<file path="config.mk">
export PLATFORM = sky130hd
export DESIGN_NAME = npc_sequencer
export DESIGN_NICKNAME = d
export VERILOG_FILES = /design/src/rtl/fetch_pkg.sv /design/src/rtl/pc_incr.sv /design/src/rtl/npc_sequencer.sv
export SDC_FILE = /design/constraint.sdc
export NUM_CORES = 1
export LEC_CHECK = 0
export CORE_UTILIZATION = 39
export CTS_CLUSTER_SIZE = 30
export DETAILED_ROUTE_END_ITERATION = 12
export PLACE_DENSITY = 0.86
export REMOVE_ABC_BUFFERS = 1
export SYNTH_ARGS = -nofsm -noshare
export SYNTH_HDL_FRONTEND = slang
export SYNTH_SLANG_ARGS = --single-unit
</file>
<file path="constraint.sdc">
create_clock -name clk -period 1.45 [get_ports clk]
set_clock_uncertainty 0.05 [all_clocks]
set_input_delay 0.29 -clock clk [delete_from_list [all_inputs] [get_ports clk]]
set_output_delay 0.29 -clock clk [all_outputs]
set_load 0.03 [all_outputs]
</file>
<file path="src/rtl/fetch_pkg.sv">
// Shared fetch-path constants, the next-PC FSM state type and the target alignment helper.
package fetch_pkg;

  localparam int unsigned ADDR_W = 9;
  localparam int unsigned STEP = 4;
  localparam logic [ADDR_W-1:0] RESET_NPC = 9'd4;

  typedef enum logic [1:0] {
    SEQ  = 2'd0,
    PEND = 2'd1,
    SLOT = 2'd2
  } npc_state_e;

  // Word-align a byte address; low bits are dropped silently rather than trapped.
  function automatic logic [ADDR_W-1:0] align(input logic [ADDR_W-1:0] addr);
    return {addr[ADDR_W-1:2], 2'b00};
  endfunction

endpackage

</file>
<file path="src/rtl/pc_incr.sv">
// Sequential address incrementer; wraps modulo 2^ADDR_W. Shared with the jal link-address path.
module pc_incr #(
  parameter int unsigned ADDR_W = 9,
  parameter int unsigned STEP   = 4
) (
  input  logic [ADDR_W-1:0] pc_i,
  output logic [ADDR_W-1:0] pc_o
);

  assign pc_o = pc_i + ADDR_W'(STEP);

endmodule

</file>
<file path="src/rtl/npc_sequencer.sv">
// nPC register and delayed-branch sequencer feeding the PC register's pc_in.
module npc_sequencer
  import fetch_pkg::*;
(
  input  logic              clk,
  input  logic              reset,
  input  logic              stall,
  input  logic              branch_taken,
  input  logic [ADDR_W-1:0] branch_target,
  input  logic              jump,
  input  logic [ADDR_W-1:0] jump_target,
  output logic [ADDR_W-1:0] pc_next,
  output logic [ADDR_W-1:0] npc_out,
  output logic              le_pc,
  output logic              le_npc,
  output logic              in_delay_slot,
  output logic              redirect_err
);

  npc_state_e        state_q, state_d;
  logic [ADDR_W-1:0] npc_q, npc_d;
  logic [ADDR_W-1:0] pend_q, pend_d;
  logic              err_q, err_d;
  logic [ADDR_W-1:0] npc_inc_s;
  logic [ADDR_W-1:0] target_s;
  logic              req_s;

  pc_incr #(
    .ADDR_W(ADDR_W),
    .STEP  (STEP)
  ) u_pc_incr (
    .pc_i(npc_q),
    .pc_o(npc_inc_s)
  );

  always_comb begin
    req_s    = jump | branch_taken;
    target_s = align(jump ? jump_target : branch_target);

    state_d = state_q;
    npc_d   = npc_q;
    pend_d  = pend_q;
    err_d   = err_q;

    case (state_q)
      SEQ: begin
        if (!stall && req_s) begin
          npc_d   = target_s;
          state_d = SLOT;
        end else if (!stall) begin
          npc_d = npc_inc_s;
        end else if (req_s) begin
          pend_d  = target_s;
          state_d = PEND;
        end else begin
          state_d = SEQ;
        end
      end
      PEND: begin
        // Only one redirect may be outstanding; later ones are dropped and flagged.
        if (req_s) begin
          err_d = 1'b1;
        end else begin
          err_d = err_q;
        end
        if (!stall) begin
          npc_d   = pend_q;
          state_d = SLOT;
        end else begin
          state_d = PEND;
        end
      end
      SLOT: begin
        // Target already sits in npc_q; it reaches PC on this edge, so no step here.
        if (req_s) begin
          err_d = 1'b1;
        end else begin
          err_d = err_q;
        end
        if (!stall) begin
          state_d = SEQ;
        end else begin
          state_d = SLOT;
        end
      end
      default: begin
        state_d = SEQ;
      end
    endcase
  end

  always_ff @(posedge clk) begin
    if (reset) begin
      state_q <= SEQ;
      npc_q   <= RESET_NPC;
      pend_q  <= '0;
      err_q   <= 1'b0;
    end else begin
      state_q <= state_d;
      npc_q   <= npc_d;
      pend_q  <= pend_d;
      err_q   <= err_d;
    end
  end

  assign pc_next       = npc_q;
  assign npc_out       = npc_q;
  assign le_pc         = ~stall;
  assign le_npc        = ~stall;
  assign in_delay_slot = (state_q == SLOT);
  assign redirect_err  = err_q;

endmodule

</file>
# == After elaboration in Yosys (flattened, before gate mapping) ==
# Cells that the tools add are included.
# totals
register_bits,19
latchBits,0
mem_bits_rw,0
romBits,0
inputBits,23
output_inout_bits,22
elab_cells,32
memories,0
# op_classes
addsub,1
n_mul,0
n_div,0
n_lt_le_gt_ge,0
n_eq_ne,5
n_shift,0
muxes,11
bitwise,3
n_reduce_logical,8
# op_table
cell,n
$mux 9,4
$pmux 9 s2,1
$add 9x3->9 const B,1
$mux 2,4
$ne 3x3->1 const B,2
$pmux 2 s3,1
$reduce_and 4->1,1
$reduce_and 3->1,1
$eq 2x1->1 const B,1
$eq 2x2->1 const B,1
$logic_not 2->1,1
$ne 2x2->1 const B,1
$not 1->1,2
$reduce_and 2->1,1
$reduce_bool 2->1,1
$reduce_or 2->1,1
$logic_and 1x1->1,1
$logic_not 1->1,1
$mux 1,1
$or 1x1->1,1

# == Longest topological paths before layout ==
# logic_depth
depth_word,5
depth_mapped,7
ltp_nobuf,6

# == By module ==
# Synthesis repeated with hierarchy kept, for this count alone.
# hier_totals
cells_unflattened,159
hier_area_um2,1338.8
# modules_own_cells
mod,n_inst,cells_each,area_each_um2,seq_area_each_um2
npc_sequencer,1,145,1226.2,380.4
pc_incr,1,14,112.6,0.0

# == Worst setup path before layout ==
# No wires, ideal clock.
# synth_path
kind,register to register
start,register npc_q[2] (netlist: npc_out[2])
end,register npc_q[6] (netlist: npc_out[6])
setup_time_ps,74
arrival_time_ps,1425
t_required_ps,1326
slack_ps,-99
path_stages_with_launch,6
n_path_buf,0
synth_period_minus_slack_ps,1549
path_cell_list,dfxtp_1 -> ha_1 -> and3_1 -> xnor2_1 -> a211o_1 -> a31oi_1
# synth_between
elab_chain_len,4
# synth_rtl
element,line,rtl
"start, declared",npc_sequencer.sv:21,"logic [ADDR_W-1:0] npc_q, npc_d;"
"start signal, assigned",npc_sequencer.sv:100,npc_q <= npc_d;
$add 9x3->9,pc_incr.sv:10,assign pc_o = pc_i + ADDR_W'(STEP);
$mux 9,npc_sequencer.sv:50,end else if (!stall) begin
$mux 9,npc_sequencer.sv:47,if (!stall && req_s) begin
$pmux 9 s2,npc_sequencer.sv:45,case (state_q)
# No other way between the ends. The select of a mux whose other input is x is not followed.
# A chain may end at the register's enable or synchronous reset.

# == Worst setup path after layout ==
# layout_path
start,register state_q[0]
end,output in_delay_slot
# layout_between
elab_chain_len,1
# layout_rtl
element,line,rtl
"start, declared",npc_sequencer.sv:20,"npc_state_e state_q, state_d;"
"start signal, assigned",npc_sequencer.sv:99,state_q <= state_d;
$eq 2x2->1,npc_sequencer.sv:110,assign in_delay_slot = (state_q == SLOT);
"end, declared",npc_sequencer.sv:16,"output logic in_delay_slot,"
# No other way between the ends.

==> results.yml <==
grt:
  grt_pass1_vias: 1215
  antenna_found_initial: 0
  grt_max_degree: 11
  grt_overflow: 0
  track_usage_pct: 22.7
  grt_pass1_wl_mm: 5.67
placement:
  globalplace.congestion: 0.882
  post_dp_cell_area_mm2: 0.00158
  dpl.hpwl_mm: 2.48
  dp_slack_ns: -0.433
  io_buffers: 36
synth:
  synthMuxAreaShare_pct: 5.11
  synth_top_family_by_area: "compound AO/OA/AOI/OAI gates"
  synth_cells: 140
  synth_compound_area_share_pct: 27.1
  seq_area_frac_synth_pct: 28.9
  synth.largest_area_cell: "dfxtp_1"
  syn_area_mm2: 0.00118
  synthAdderAreaFrac_pct: 5.32
  netlist-cell-type-count: 40
  synth_edf_count: 0
  synth.area.top_cells: "dfxtp_1 (29%), buf_4 (8.3%), ha_1 (5.3%)"
  avgSynthCellArea_um2: 8.40
  synth-simple-area-share_pct: 15.5
  synth.most_common_cell: "dfxtp_1"
  synth_top_cells_by_count: "dfxtp_1 (17), nor2_1 (15), buf_4 (13)"
  synth_ff_type: "dfxtp_1"
  synth_top_area_share_pct: 28.9
  async_flop_share_pct: 0
  synth-xor-area-share_pct: 3.72
  yosys_warnings: 0
  yosys_register_bits: 17
die:
  rows: 19
  start_util_pct: 41.9
  ioPinCount: 45
  coreArea_mm2: 0.00281
  die_h_um: 56.9
  die_x_um: 56.9
  die_area_mm2: 0.00324
sta:
  clock.fmax_mhz: 664
  fin_crit_ns: 1.51
  timing.hold.ws_ns: 0.420
  finalSetupTns_ns: -0.0564
  setup_viol: 1
  hold_viol_final: 0
  fin_ws_ns: -0.0564
  post-route-period-util_pct: 104
  rsz0062_at_grt: "yes"
  slew_violations: 0
critical_path:
  cp_max_fo: 3
  criticalPathCategory: "register to output pin"
  worstSetupEndpointType: "output pin"
  crit_arrival_ns: 1.17
  startpoint: "state_q[0]$_SDFFE_PP0P_"
  rrSetupSlack_ns: 0.04
  rr_worst_depth: 7
  r2r_start: "state_q[1]$_SDFFE_PP0P_"
  crit_required_ns: 1.11
  crit_path_start_kind: "register"
  r2r_end: "npc_out[8]$_SDFFE_PP0P_"
clocking:
  worstSkewPairLatency_ns: 0.31
  cts_buffer_depth: 2
  cts_tree: "done"
  cts_max_level: 1
  path_clk_slew_ns: 0.11
  cts_sinks: 17
  cts_buffers: 3
  root_buffer: "clkbuf_4"
power:
  p_total_mw: 1.69
  powerDensity_mw_per_mm2: 969
  ir_drop_mv: 0.406
  p_leak_nw: 0.752
hold_path:
  min_to: "npc_out[3]$_SDFFE_PP0P_"
  min_path_type: "primary input to register"
  hold_start: "stall"
  whs_path_depth: 4
routing:
  wl_per_cell_um: 16.4
  top_layer_used: "met4"
  wl_met3_um: 227
  drt_iter0_markers: 87
  drt_wl_total_mm: 3.63
  met2_length_mm: 1.84
  via_per_inst: 5.77
  first_pass_iters: 8
  wirelength_met1_mm: 1.49
  ant_nets: 0
  num_vias: 1282
  drc: 8
layout:
  nFillCells: 235
  multi_input_area_um2: 772
  antenna_cells: 0
  drive_gt1_share_pct: 33.5
  final_cell_area_mm2: 0.00174
  regArea_um2: 349
  synthToLayoutAreaGrowth_pct: 47.9
  nets: 220
outcome:
  violations: "DRC, setup timing"
  run_status: "complete, but fails checks"
job:
  cap_violations: 0
per-layer routing:
| metal | up-vias | track usage (%) |
|---|---|---|
| li1 | 598 | - |
| met1 | 611 | 28.1 |
| met2 | 64 | 39.0 |
| met3 | 9 | 1.84 |
| met4 | 0 | 12.2 |
| met5 | - | 0 |
power by group:
part	total [mW]	switching, mW	internal [mW]	leakage [nW]
clock	0.283	0.175	0.108	0.0150
combinational	0.823	0.450	0.372	0.595
sequential	0.580	0.0499	0.530	0.142
total	1.69	0.675	1.01	0.752
how the worst max path moves through the flow:
stage                                    endpoint  slack, ns
final                               in_delay_slot      -0.06
after global routing                in_delay_slot      -0.07
after CTS                                  le_npc      -0.09
after detailed placement                   le_npc      -0.43
after global placement                      le_pc      -0.41
after floorplan           npc_out[6]$_SDFFE_PP0P_      -0.33
final cells by class:
type | instances | share of cell area [%]
Multi-Input combinational cell | 102 | 44.4
Timing Repair Buffer | 61 | 30.1
Sequential cell | 17 | 20.1
Tap cell | 31 | 2.23
Inverter | 7 | 1.73
Clock buffer | 4 | 1.51
registers in the layout, indices dropped and copies added, names as in the netlist:
register,count
redirect_err,1
npc_out,7
state_q,2
pend_q,7
cells in the final DEF, fill, tap and decap left out, types with 3 or more instances in the layout:
master / Yosys / routed
dlygate4sd2_1: 0 / 3
conb_1: 1 / 4
a31oi_1: 5 / 5
mux2i_1: 6 / 6
a21oi_1: 5 / 4
inv_1: 6 / 4
o22ai_1: 5 / 5
buf_6: 1 / 3
clkbuf_4: 0 / 3
ha_4: 0 / 3
a211o_1: 3 / 3
nand3_1: 4 / 4
xor2_1: 3 / 3
a211oi_1: 5 / 5
o21ai_0: 10 / 9
dfxtp_1: 17 / 14
nor2_1: 15 / 15
buf_4: 13 / 32
clkdlybuf4s15_1: 0 / 5
clkdlybuf4s50_1: 0 / 15
and3_4: 1 / 3
nand2b_1: 5 / 3
logic make-up (layout without fill, tap and decap cells):
group / Yosys count / count (layout)
flip-flops: 17 / 17
buffers and inverters: 25 / 72
adder cells (fa/ha/maj): 5 / 5
multiplexers: 6 / 6
other: 1 / 4
AO/OA/AOI/OAI: 45 / 45
AND/OR/NAND/NOR: 36 / 37
XOR/XNOR: 5 / 5
what timing repair did:
item,CTS,global route
gates resized for setup,37,22
gates cloned,1,0
pin swaps,3,5
setup buffers,2,2
endpoints found under the setup margin,24,18
hold buffers,0,0
stage by stage:
| step | utilization [%] | cells |
|---|---|---|
| 2_1_floorplan | - | 125 |
| 6_report | 62.0 | 222 |
| 3_5_place_dp | 56.5 | 213 |
| 5_1_grt | 62.0 | 222 |
| 4_1_cts | 60.3 | 220 |
| 3_3_place_gp | 56.5 | 213 |
worst max-delay path, stage by stage (launching register included):
cell	delay [ns]
dfxtp_4	0.41
inv_4	0.05
buf_6	0.11
ha_4	0.15
buf_6	0.13
No activity file was read; power rests on OpenSTA's default activity.
